`config.mk`:
```
export PLATFORM = sky130hd
export DESIGN_NAME = mult_err_accum
export DESIGN_NICKNAME = d
export VERILOG_FILES = /design/src/rtl/mult_err_accum.sv
export SDC_FILE = /design/constraint.sdc
export NUM_CORES = 1
export LEC_CHECK = 0
export BUFFER_PORTS_ARGS = -buffer_cell sky130_fd_sc_hd__buf_2
export CORE_MARGIN = 2
export CORE_UTILIZATION = 56
export DETAILED_ROUTE_END_ITERATION = 10
export PLACE_DENSITY = 0.82
export SETUP_SLACK_MARGIN = 0.3
export SYNTH_ARGS = -nofsm -noshare
export SYNTH_HDL_FRONTEND = slang
export SYNTH_SLANG_ARGS = --single-unit
export TNS_END_PERCENT = 1
```
`constraint.sdc`:
```
create_clock -name clk -period 7.8 [get_ports clk]
set_input_delay 1.56 -clock clk [delete_from_list [all_inputs] [get_ports clk]]
set_output_delay 1.56 -clock clk [all_outputs]
set_load 0.005 [all_outputs]
```
`src/rtl/mult_err_accum.sv`:
```
// Mantissa-error and sign/exponent-mismatch accumulator for three approximate float multipliers,
// measured over a fixed window of counted samples against a precise reference product.
module mult_err_accum #(
  parameter int unsigned WIN_LOG2 = 8,
  parameter int unsigned ACC_W    = 40
) (
  input  logic                clk,
  input  logic                rst_n,
  input  logic                start,
  input  logic                in_valid,
  output logic                in_ready,
  input  logic                exc,
  input  logic [31:0]         result,
  input  logic [31:0]         result_approx,
  input  logic [31:0]         result_drum,
  input  logic [31:0]         result_foil,
  output logic                busy,
  output logic                done,
  output logic [ACC_W-1:0]    err_approx,
  output logic [ACC_W-1:0]    err_drum,
  output logic [ACC_W-1:0]    err_foil,
  output logic [WIN_LOG2:0]   mism_approx,
  output logic [WIN_LOG2:0]   mism_drum,
  output logic [WIN_LOG2:0]   mism_foil
);

  typedef enum logic [1:0] {StIdle, StRun, StDrain, StDone} state_e;

  localparam logic [WIN_LOG2:0] LastCnt = {1'b0, {WIN_LOG2{1'b1}}};

  state_e                  state_q, state_d;
  logic                    drain_q, drain_d;
  logic [WIN_LOG2:0]       cnt_q;
  logic                    hs, hs_cnt, clear;
  logic [2:0][31:0]        dut_res;
  logic [2:0][23:0]        m_err, s1_err_q;
  logic [2:0]              m_mism, s1_mism_q;
  logic                    s1_valid_q;
  logic [2:0][ACC_W:0]     acc_sum;
  logic [2:0][ACC_W-1:0]   acc_q, acc_d;
  logic [2:0][WIN_LOG2:0]  mism_q, mism_d;

  // Returns {mismatch, error}; a sign or exponent difference scores the worst-case error.
  function automatic logic [24:0] metric(input logic [31:0] ref_v, input logic [31:0] x);
    logic [23:0] a, b;
    logic [24:0] r;
    a = {1'b1, ref_v[22:0]};
    b = {1'b1, x[22:0]};
    if (ref_v[31:23] != x[31:23]) r = {1'b1, 24'hFFFFFF};
    else if (a >= b)              r = {1'b0, a - b};
    else                          r = {1'b0, b - a};
    return r;
  endfunction

  assign hs      = in_valid & in_ready;
  assign hs_cnt  = hs & ~exc;
  assign clear   = start & ((state_q == StIdle) | (state_q == StDone));
  assign dut_res = {result_foil, result_drum, result_approx};

  always_comb begin
    m_err   = '0;
    m_mism  = '0;
    acc_sum = '0;
    acc_d   = '0;
    mism_d  = '0;
    for (int i = 0; i < 3; i++) begin
      {m_mism[i], m_err[i]} = metric(result, dut_res[i]);
      acc_sum[i] = {1'b0, acc_q[i]} + (ACC_W+1)'(s1_err_q[i]);
      acc_d[i]   = acc_sum[i][ACC_W] ? {ACC_W{1'b1}} : acc_sum[i][ACC_W-1:0];
      mism_d[i]  = mism_q[i] + (WIN_LOG2+1)'(s1_mism_q[i]);
    end
  end

  always_ff @(posedge clk or negedge rst_n) begin
    if (!rst_n) begin
      state_q <= StIdle;
      drain_q <= 1'b0;
    end else begin
      state_q <= state_d;
      drain_q <= drain_d;
    end
  end

  always_comb begin
    state_d = state_q;
    drain_d = 1'b0;
    unique case (state_q)
      StIdle:  if (start) state_d = StRun;
      StRun:   if (hs_cnt && (cnt_q == LastCnt)) state_d = StDrain;
      StDrain: begin
        if (drain_q) state_d = StDone;
        else         drain_d = 1'b1;
      end
      StDone:  if (start) state_d = StRun;
      default: state_d = StIdle;
    endcase
  end

  always_comb begin
    in_ready = 1'b0;
    busy     = 1'b0;
    done     = 1'b0;
    unique case (state_q)
      StRun: begin
        in_ready = 1'b1;
        busy     = 1'b1;
      end
      StDrain: busy = 1'b1;
      StDone:  done = 1'b1;
      default: ;
    endcase
  end

  always_ff @(posedge clk or negedge rst_n) begin
    if (!rst_n) begin
      cnt_q      <= '0;
      s1_valid_q <= 1'b0;
      s1_err_q   <= '0;
      s1_mism_q  <= '0;
      acc_q      <= '0;
      mism_q     <= '0;
    end else begin
      s1_valid_q <= hs_cnt;
      if (hs_cnt) begin
        s1_err_q  <= m_err;
        s1_mism_q <= m_mism;
      end
      if (clear) begin
        cnt_q      <= '0;
        s1_valid_q <= 1'b0;
        acc_q      <= '0;
        mism_q     <= '0;
      end else begin
        if (hs_cnt) cnt_q <= cnt_q + (WIN_LOG2+1)'(1);
        if (s1_valid_q) begin
          acc_q  <= acc_d;
          mism_q <= mism_d;
        end
      end
    end
  end

  assign err_approx  = acc_q[0];
  assign err_drum    = acc_q[1];
  assign err_foil    = acc_q[2];
  assign mism_approx = mism_q[0];
  assign mism_drum   = mism_q[1];
  assign mism_foil   = mism_q[2];

endmodule

```
==> results by group, run 1 <==
Status
  • Outcome: complete, no violations

Floorplan
  • Core area: 0.0367 sq mm
  • Initial cell density of the core: 57.0%
  • Die W: 197 um
  • IO Pins: 283
  • Die span in y: 197 um
  • FP Rows: 70
  • DIE AREA: 0.0389 sq mm

Power and ir drop
  • Lkg Pwr: 11.5 nW
  • Sw power: 3.63 mW
  • Pint: 4.29 mW
  • Clock share of power: 17.0%
  • Comb power frac: 61.5%
  • Sw Ratio: 45.8%
  • Power per cell area: 338 mW/mm^2
  • Power Total: 7.93 mW
  • Sequential Power Share: 21.5%
  • Max VDD drop: 0.000233 V

Route
  • DRT iter0 DRCs: 2138
  • Vias: 20.8k
  • DR vias/cell: 6.53
  • Metal2 WL: 30900 um
  • Final wirelength: 69500 um
  • Top layer in use: met5
  • Metal-1 WL: 29300 um
  • First-pass DRT Iterations: 7
  • Met3 wire len: 6380 um
  • ANT nets after route: 0
  • Drt wl/cell: 21.8 um
  • Number of remaining DRC errors: 0

Logic synthesis
  • Synth Instances: 2501
  • Fraction of registers with async set/reset: 100%
  • FF+latch count, synth: 235
  • Ys flop type: dfrtp_1
  • EDFF count, synth: 0
  • Post-synth cell types: 92
  • Mean Syn Cell Area: 8.36 sq um
  • Synthesized Nets: 2865
  • Mapped Area: 0.0209 sq mm
  • Sequential fraction of the synthesis area: 28.1%
  • Synth warnings: 0

Setup path
  • Worst-path cell chain: buf_2 -> inv_1 -> ha_1 -> a21o_1 -> a31oi_1 -> o211ai_1 -> and2_0 -> nor2_1 -> buf_4 -> mux2_2 -> o21ai_0 -> a21oi_1 -> nor3_1
  • CP max FO: 14
  • CP endpoint kind: register
  • Slowest cell delay on critical path: 0.51 ns
  • Crit-path slowest cell: ha_1
  • CP required: 8.27 ns
  • Critical path class: in -> reg
  • Critical path launch point type: input pin
  • Critical Path AT: 5.22 ns

Final layout
  • FILL cells: 3181
  • Multi-input gate area: 0.0139 sq mm
  • Proportion of layout cells with a drive suffix above 1: 14.8%
  • Fin nets: 3056
  • Layout area overhead: 12.0%
  • Most common cell after layout, fill and taps aside: buf_2
  • Sequential Area: 0.00588 sq mm
  • Most frequent cells in the layout: buf_2 (281), a21oi_1 (261), dfrtp_1 (234)

Global routing
  • Initial antenna violation count: 8
  • First-pass GRT wire length: 108000 um
  • Number of global-route vias before repair: 19.6k
  • Grt total ovfl: 0
  • Total GRT Usage: 35.0%
  • Pin count of the biggest net entering global routing: 124

CTS
  • Post-CTS setup buffers: 0
  • Post-CTS Hold Buffers: 0
  • Clock Sink Count: 235
  • Total CTS buffers: 27
  • Resized Gates After CTS: 0
  • Clock Path Buffers: 3
  • CTS H-tree depth: 1
  • Clock-pin slew on the worst setup and hold paths: 0.06 ns
  • CTS tree: done
  • Clk_lat worst skew: 0.56 ns
  • Root Driver: clkbuf_16

Job
  • Max Cap Violations: 0

Timing
  • Fin crit period: 4.75 ns
  • Worst rel slew slack: 15.0%
  • Unrepaired setup endpoints after global routing: false
  • Worst-margin pin slew: 1.27 ns
  • Final setup viols: 0
  • Final Slew Violations: 0
  • Clock Skews: 0.0248 ns
  • Period Utilization, post-route: 60.9%
  • Sum Neg Setup Slack: 0 ns
  • Fmax: 211 MHz
  • Fin. Hold Viols: 0

Placement
  • Port Buffers: 282
  • Post-DP HPWL: 53900 um
  • Placer Congestion: 1.09

Worst hold path
  • Min-Delay Path Class: reg -> reg
power groups by stage:
stage	registers [mW]	logic [mW]	clock network (mW)
CTS	1.70	4.77	1.36
finish	1.71	4.87	1.34
detailed placement	1.72	4.73	0
floorplan	1.64	3.60	0
global route	1.74	5.37	1.40
global placement	1.71	4.64	0
state kept, by name, summed over array words and instances (netlist names), 3 cells and up:
signal       flops
s1_err_q        72
err_approx      40
err_drum        40
err_foil        40
cnt_q            9
mism_approx      9
mism_drum        9
mism_foil        9
s1_mism_q        3
synthesized netlist by cell type (21+ instances only):
cell | count | share of area [%]
a21o_1 | 121 | 4.3
ha_1 | 222 | 13
a31oi_1 | 101 | 3.0
nor2b_1 | 23 | 0.69
xnor2_1 | 86 | 3.6
clkbuf_1 | 84 | 1.5
xor2_1 | 81 | 3.4
mux2_2 | 21 | 1.1
dfrtp_1 | 235 | 28
a21oi_1 | 261 | 6.2
mux2i_1 | 37 | 1.8
o21ai_0 | 152 | 3.6
a211oi_1 | 21 | 0.75
nand4_1 | 41 | 1.2
nor2_1 | 216 | 3.9
buf_2 | 33 | 0.79
inv_1 | 140 | 2.5
nand3_1 | 50 | 1.2
nor3_1 | 50 | 1.2
and3_1 | 52 | 1.6
nand2_1 | 128 | 2.3
critical path, delay by kind of cell:
| family | cells | cell delay (ns) |
|---|---|---|
| compound gates | 5 | 1.19 |
| fa+ha+maj | 1 | 0.51 |
| mux | 1 | 0.38 |
| simple gates | 3 | 0.98 |
| buf+inv | 3 | 0.59 |
cell families after synthesis:
| family | Yosys count | share of synthesized area (%) |
|---|---|---|
| AND/OR/NAND/NOR | 677 | 16.1 |
| XOR/XNOR | 167 | 7.00 |
| buffers and inverters | 274 | 5.42 |
| flip-flops | 235 | 28.1 |
| multiplexers | 58 | 2.90 |
| AO/OA/AOI/OAI | 859 | 26.3 |
| adder cells (fa/ha/maj) | 231 | 14.2 |
final cells by class:
| cell class | instances | area share, % |
|---|---|---|
| Tap cell | 468 | 2.50 |
| Sequential cell | 235 | 25.1 |
| Antenna cell | 6 | 0.0641 |
| Multi-Input combinational cell | 1992 | 59.5 |
| Inverter | 140 | 2.24 |
| Timing Repair Buffer | 296 | 6.57 |
| Clock buffer | 41 | 3.45 |
| Clock inverter | 9 | 0.545 |
per-layer routing:
layer | global-route usage, % | vias up
met3 | 5.63 | 184
met1 | 47.7 | 10000
met5 | 0 | -
li1 | - | 9526
met2 | 55.5 | 1086
met4 | 14.6 | 2
per-stage QoR:
stage | cells | utilization (%) | hold WS [ns] | setup slack (ns) | area (sq um)
floorplan | 2501 | - | 0.389 | 3.73 | 20900
global placement | 3131 | 61.2 | 0.403 | 2.66 | 22500
detailed placement | 3131 | 61.2 | 0.410 | 2.61 | 22500
CTS | 3181 | 63.8 | 0.417 | 3.18 | 23400
global route | 3184 | 63.8 | 0.434 | 2.85 | 23400
finish | 3187 | 63.8 | 0.413 | 3.05 | 23400
final timing paths:
| path | slack [ns] | start | endpoint | cells after the start |
|---|---|---|---|---|
| worst max-delay path | 3.05 | result[13] | s1_err_q[28]$_DFFE_PN0P_ | 13 |
| worst min-delay path | 0.41 | drain_q$_DFF_PN0_ | drain_q$_DFF_PN0_ | 1 |
| worst max register to register | 3.67 | err_drum[0]$_DFFE_PN0P_ | err_drum[21]$_DFFE_PN0P_ | 10 |
| worst min register to register | 0.41 | drain_q$_DFF_PN0_ | drain_q$_DFF_PN0_ | 1 |
| max in group asynchronous | 5.47 | rst_n | mism_approx[5]$_DFFE_PN0P_ | 2 |
| min in group asynchronous | 1.05 | rst_n | s1_err_q[53]$_DFFE_PN0P_ | 1 |
(Power assumes the default switching activity.)
==> inputs of run 2 (changes only) <==
--- a/config.mk
+++ b/config.mk
@@ -7,9 +7,9 @@
 export LEC_CHECK = 0
 export BUFFER_PORTS_ARGS = -buffer_cell sky130_fd_sc_hd__buf_2
 export CORE_MARGIN = 2
-export CORE_UTILIZATION = 56
+export CORE_UTILIZATION = 54
 export DETAILED_ROUTE_END_ITERATION = 10
-export PLACE_DENSITY = 0.82
+export PLACE_DENSITY = 0.83
 export SETUP_SLACK_MARGIN = 0.3
 export SYNTH_ARGS = -nofsm -noshare
 export SYNTH_HDL_FRONTEND = slang
==> constraint.sdc (replaced) <==
create_clock -name clk -period 3.85 [get_ports clk]
set_input_delay 0.77 -clock clk [delete_from_list [all_inputs] [get_ports clk]]
set_output_delay 0.77 -clock clk [all_outputs]
set_load 0.005 [all_outputs]
==> results by group, run 2 (synthesized netlist as in run 1, its figures left out) <==
CTS
  • CTS tree: done
  • Post-CTS setup buffers: 0 (unchanged)
  • CTS H-tree depth: 1 (unchanged)
  • Clock Path Buffers: 3 (unchanged)
  • Total CTS buffers: 28 (+3.7%)
  • Clock-pin slew on the worst setup and hold paths: 0.06 ns (about the same)
  • Post-CTS Hold Buffers: 0 (unchanged)
  • Clock Sink Count: 235 (unchanged)
  • Clk_lat worst skew: 0.56 ns (about the same)
  • Root Driver: clkbuf_16

Final layout
  • Fin nets: 3181 (+4.1%)
  • Fin cells: 3363 (+5.5%)
  • Most common cell after layout, fill and taps aside: buf_2
  • Biggest register: s1_err_q
  • Most frequent cells in the layout: buf_2 (281), a21oi_1 (261), dfrtp_1 (234)
  • Layout area overhead: 17.1%
  • Post-layout util: 63.6% (-0.18 points)
  • FILL cells: 3423 (+7.6%)
  • Proportion of layout cells with a drive suffix above 1: 18.8% (+4.0 points)
  • Final instance area: 0.0245 sq mm (+4.5%)
  • Largest register FFs: 72 (unchanged)

Placement
  • Post-DP HPWL: 56500 um (+4.9%)
  • Port Buffers: 282 (unchanged)
  • Placer Congestion: 1.08 (-1.5%)
  • Inst Count DP: 3305 (+5.6%)
  • DP Area: 0.0235 sq mm (+4.6%)

Floorplan
  • Initial cell density of the core: 54.3% (-2.6 points)
  • Die W: 201 um (+1.8%)
  • DIE AREA: 0.0403 sq mm (+3.6%)
  • IO Pins: 283 (unchanged)
  • Core area: 0.0385 sq mm (+4.8%)
  • FP Rows: 72 (+2.9%)
  • Die span in y: 201 um (+1.8%)

Timing
  • Unrepaired setup endpoints after global routing: true
  • Fin crit period: 3.50 ns
  • Final Slew Violations: 0 (unchanged)
  • Fmax: 286 MHz
  • Clock Skews: 0.0134 ns (-0.0115 ns)
  • Period Utilization, post-route: 90.8%
  • Fin. Hold Viols: 0 (unchanged)
  • Worst rel slew slack: 43.4% (+28 points)
  • Final setup viols: 0 (unchanged)
  • Sum Neg Setup Slack: 0 ns (unchanged)
  • Worst-margin pin slew: 0.849 ns (-0.422 ns)
  • WHS: 0.186 ns (-0.227 ns)

Setup path
  • CP required: 4.27 ns (-4.00 ns)
  • Critical path launch point type: register
  • Critical Path AT: 3.92 ns (-1.30 ns)
  • CP endpoint kind: register
  • R2R Setup Slk: 0.35 ns (-3.32 ns)
  • CP max FO: 5 (-9)
  • Critical path class: reg -> reg

Route
  • Metal-1 WL: 31100 um (+6.0%)
  • Number of remaining DRC errors: 0 (unchanged)
  • DRT iter0 DRCs: 1769 (-17%)
  • Metal2 WL: 31800 um (+2.9%)
  • Drt wl/cell: 21.1 um (-3.5%)
  • Vias: 20.9k (+0.51%)
  • First-pass DRT Iterations: 5 (-2)
  • Top layer in use: met4
  • ANT nets after route: 0 (unchanged)
  • DR vias/cell: 6.22 (-4.7%)
  • Met3 wire len: 5950 um (-6.7%)
  • Final wirelength: 70800 um (+1.9%)

Global routing
  • Initial antenna violation count: 6 (-2)
  • First-pass GRT wire length: 112000 um (+3.1%)
  • Total GRT Usage: 34.4% (-0.60 points)
  • Pin count of the biggest net entering global routing: 94 (-24%)
  • Number of global-route vias before repair: 20.2k (+2.6%)
  • Grt total ovfl: 0 (unchanged)

Power and ir drop
  • Lkg Pwr: 12.1 nW (+5.4%)
  • Power per cell area: 668 mW/mm^2 (+97%)
  • Max VDD drop: 0.000429 V (+84%)

Job
  • Max Cap Violations: 0 (unchanged)

Worst hold path
  • Min-Delay Path Class: in -> async

Status
  • Outcome: complete, no violations
[run 2: final timing paths]
path / from / endpoint / depth (start not counted)
min in group clk: drain_q$_DFF_PN0_ / drain_q$_DFF_PN0_ / 1
max: s1_err_q[48]$_DFFE_PN0P_ / err_foil[35]$_DFFE_PN0P_ / 11
min: rst_n / s1_err_q[57]$_DFFE_PN0P_ / 1
max reg2reg: s1_err_q[48]$_DFFE_PN0P_ / err_foil[35]$_DFFE_PN0P_ / 11
max in group asynchronous: rst_n / s1_err_q[17]$_DFFE_PN0P_ / 2
min reg2reg: drain_q$_DFF_PN0_ / drain_q$_DFF_PN0_ / 1
[run 2: cell type report]
cell class | instances | area (sq um) | share of cell area [%]
Timing Repair Buffer | 420 | 2510 | 10.2
Clock inverter | 19 | 185 | 0.756
Tap cell | 518 | 648 | 2.65
Inverter | 140 | 526 | 2.15
Antenna cell | 6 | 15.0 | 0.0613
Clock buffer | 33 | 769 | 3.14
Multi-Input combinational cell | 1992 | 13900 | 57.0
Sequential cell | 235 | 5880 | 24.0
[run 2: timing repair]
action / 4_1_cts / 5_1_grt
setup endpoints to repair: 5 / 26
resized for setup: 1 / 1
pin swaps: 0 / 0
[run 2: metrics by stage]
| step | power (mW) | worst slack [ns] |
|---|---|---|
| after floorplan | 10.6 | 0.571 |
| after global placement | 13.1 | -0.0521 |
| after detailed placement | 13.4 | -0.0527 |
| after CTS | 16.2 | 0.436 |
| after global routing | 17.5 | 0.197 |
| final | 16.3 | 0.354 |
[run 2: layer usage]
metal	track usage (%)	vias up
li1	-	9791
met1	47.8	10000
met2	55.1	965
met3	6.33	118
met4	9.58	0
met5	0	-
[run 2: where the power goes]
| group | leakage (nW) | switching (mW) | internal, mW |
|---|---|---|---|
| logic | 8.79 | 5.87 | 4.30 |
| registers | 2.85 | 0.500 | 2.94 |
| clock network | 0.470 | 1.15 | 1.58 |
| total | 12.1 | 7.52 | 8.82 |
[run 2: worst max-delay path, stage by stage (launching register included)]
cell	delay, ns
dfrtp_1	0.41
ha_1	0.23
fa_1	0.42
a21o_1	0.19
a21oi_1	0.29
o21ai_0	0.18
a211oi_2	0.36
a21oi_1	0.20
o211ai_1	0.40
a21oi_1	0.31
a31oi_1	0.27
o32ai_1	0.11
==> inputs of run 3 (changes only) <==
--- a/config.mk
+++ b/config.mk
@@ -7,9 +7,10 @@
 export LEC_CHECK = 0
 export BUFFER_PORTS_ARGS = -buffer_cell sky130_fd_sc_hd__buf_2
 export CORE_MARGIN = 2
-export CORE_UTILIZATION = 54
+export CORE_UTILIZATION = 55
+export CTS_BUF_LIST = sky130_fd_sc_hd__clkbuf_4 sky130_fd_sc_hd__clkbuf_8
 export DETAILED_ROUTE_END_ITERATION = 10
-export PLACE_DENSITY = 0.83
+export PLACE_DENSITY = 0.84
 export SETUP_SLACK_MARGIN = 0.3
 export SYNTH_ARGS = -nofsm -noshare
 export SYNTH_HDL_FRONTEND = slang
==> results by group, run 3 (synthesized netlist as in run 1, its figures left out) <==
CTS
  • Post-CTS Hold Buffers: 0 (unchanged)
  • Total CTS buffers: 41 (+46%)
  • Clock Sink Count: 235 (unchanged)
  • CTS tree: done
  • Clock Path Buffers: 3 (unchanged)
  • Root Driver: clkbuf_8
  • Post-CTS setup buffers: 0 (unchanged)
  • CTS H-tree depth: 2 (+1)
  • Clock-pin slew on the worst setup and hold paths: 0.06 ns (about the same)
  • Resized Gates After CTS: 0 (-1)
  • Clk_lat worst skew: 0.57 ns (about the same)

Floorplan
  • DIE AREA: 0.0396 sq mm (-1.8%)
  • Die W: 199 um (-0.89%)
  • Die span in y: 199 um (-0.89%)
  • Core area: 0.0376 sq mm (-2.3%)
  • FP Rows: 71 (-1.4%)
  • Initial cell density of the core: 55.6% (+1.3 points)
  • IO Pins: 283 (unchanged)

Route
  • DR vias/cell: 6.28 (+0.91%)
  • Vias: 21.0k (+0.55%)
  • DRT iter0 DRCs: 2037 (+15%)
  • First-pass DRT Iterations: 8 (+3)
  • ANT nets after route: 0 (unchanged)
  • Final wirelength: 70000 um (-1.2%)
  • Number of remaining DRC errors: 0 (unchanged)
  • Drt wl/cell: 20.9 um (-0.84%)

Power and ir drop
  • Power per cell area: 658 mW/mm^2 (-1.4%)
  • Sw Ratio: 46.5% (+0.44 points)
  • Lkg Pwr: 12.0 nW (-0.97%)
  • Clock share of power: 14.8% (-1.9 points)
  • Pint: 8.53 mW (-3.3%)
  • Sw power: 7.41 mW (-1.6%)
  • Max VDD drop: 0.000417 V (-2.8%)
  • Sequential Power Share: 21.7% (+0.6 points)
  • Comb power frac: 63.5% (+1.3 points)

Timing
  • Worst-margin pin slew: 0.895 ns (+0.0459 ns)
  • Period Utilization, post-route: 92.8% (+2.0 points)
  • Unrepaired setup endpoints after global routing: true
  • PnR worst setup slack: 0.278 ns (-0.0766 ns)
  • WHS: 0.196 ns (+0.00968 ns)
  • Fin crit period: 3.57 ns (+0.0766 ns)
  • Fin. Hold Viols: 0 (unchanged)
  • Final setup viols: 0 (unchanged)
  • Final Slew Violations: 0 (unchanged)
  • Clock Skews: 0.0329 ns (+0.0195 ns)
  • Sum Neg Setup Slack: 0 ns (unchanged)
  • Fmax: 280 MHz (-2.1%)
  • Worst rel slew slack: 40.3% (-3.1 points)

Setup path
  • Critical path launch point type: register
  • Critical Path AT: 4.03 ns (+0.11 ns)
  • CP endpoint kind: register
  • CP max FO: 5 (unchanged)
  • Critical path class: reg -> reg
  • CP required: 4.31 ns (+0.04 ns)

Global routing
  • Met3 Use GR: 6.48% (+0.15 points)
  • First-pass GRT wire length: 109000 um (-2.7%)
  • Most Used Layer, Global Route: met2
  • Total GRT Usage: 34.7% (+0.34 points)
  • Number of global-route vias before repair: 20.1k (-0.12%)
  • M1 GR Usage: 47.5% (-0.32 points)
  • Pin count of the biggest net entering global routing: 122 (+30%)
  • Initial antenna violation count: 6 (unchanged)
  • Met2 usage: 54.1% (-1.0 points)
  • Grt total ovfl: 0 (unchanged)

Placement
  • Post-DP HPWL: 55400 um (-2.1%)
  • Post-place setup slack: -0.118 ns (-0.0652 ns)
  • Placer Congestion: 1.06 (-1.6%)
  • Inst Count DP: 3278 (-0.82%)
  • Port Buffers: 282 (unchanged)

Final layout
  • Most frequent cells in the layout: buf_2 (281), a21oi_1 (261), dfrtp_1 (234)
  • Fin cells: 3351 (-0.36%)
  • Multi-input gate area: 0.0139 sq mm (about the same)
  • Post-layout util: 64.4% (+0.77 points)
  • Proportion of layout cells with a drive suffix above 1: 18.8% (-0.051 points)
  • Sequential Area: 0.00588 sq mm (unchanged)
  • Largest register FFs: 72 (unchanged)
  • Most common cell after layout, fill and taps aside: buf_2
  • Fin nets: 3174 (-0.22%)
  • Biggest register: s1_err_q
  • Layout area overhead: 15.8%
  • FILL cells: 3256 (-4.9%)

Status
  • Outcome: complete, no violations

Worst hold path
  • Min-Delay Path Class: in -> async

Job
  • Max Cap Violations: 0 (unchanged)
## run 3: changes by cell type in the layout (fill, tap and decap cells not counted), moves of 2 or more
cell and change:
clkinv_2 -4, clkinvlp_4 -3, buf_4 -21, clkbuf_8 +46
bufinv_16 -2, clkbuf_16 -28, clkbuf_4 +12, clkinv_4 -4
diode_2 -2
## run 3: final cells by class
type | instances | share of cell area [%]
Antenna cell | 4 | 0.0414
Clock buffer | 63 | 3.27
Clock inverter | 6 | 0.165
Inverter | 140 | 2.17
Multi-Input combinational cell | 1992 | 57.6
Sequential cell | 235 | 24.3
Tap cell | 511 | 2.64
Timing Repair Buffer | 400 | 9.79
## run 3: worst paths after layout
| kind | depth (start not counted) | startpoint | slack (ns) | to |
|---|---|---|---|---|
| min in group clk | 1 | drain_q$_DFF_PN0_ | 0.41 | drain_q$_DFF_PN0_ |
| hold / removal | 1 | rst_n | 0.20 | s1_err_q[71]$_DFFE_PN0P_ |
| max in group asynchronous | 2 | rst_n | 2.72 | err_foil[14]$_DFFE_PN0P_ |
| setup / recovery | 11 | err_foil[0]$_DFFE_PN0P_ | 0.28 | err_foil[25]$_DFFE_PN0P_ |
| setup reg to reg | 11 | err_foil[0]$_DFFE_PN0P_ | 0.28 | err_foil[25]$_DFFE_PN0P_ |
| hold reg to reg | 1 | drain_q$_DFF_PN0_ | 0.41 | drain_q$_DFF_PN0_ |
## run 3: critical path: stages, from the launching register on
cell and delay [ns]:
dfrtp_1 0.40, ha_1 0.25, fa_1 0.42, a21o_1 0.21, a21oi_1 0.29, o21ai_0 0.15, a211oi_2 0.36, a21oi_1 0.22
o211ai_1 0.43, a21oi_1 0.35, a211oi_1 0.30, nor2_1 0.08
## run 3: routing by layer
metal  wire length (um)  part of all wire, %
met1              30300                   43
met2              30600                   44
met3               6190                  8.8
met4               2960                  4.2
met5                  8                0.011
## run 3: metrics by stage
| stage | area [sq um] | total power [mW] |
|---|---|---|
| after floorplan | 20900 | 10.6 |
| after global placement | 23400 | 13.0 |
| after detailed placement | 23400 | 13.3 |
| after CTS | 24200 | 15.8 |
| after global routing | 24200 | 17.1 |
| final | 24200 | 15.9 |
## run 3: power groups by stage
stage / Sequential (mW) / Combinational, mW / Clock [mW]
after floorplan: 3.33 / 7.28 / 0
after global placement: 3.45 / 9.59 / 0
after detailed placement: 3.49 / 9.84 / 0
after CTS: 3.44 / 9.92 / 2.41
after global routing: 3.51 / 11.1 / 2.51
final: 3.46 / 10.1 / 2.36
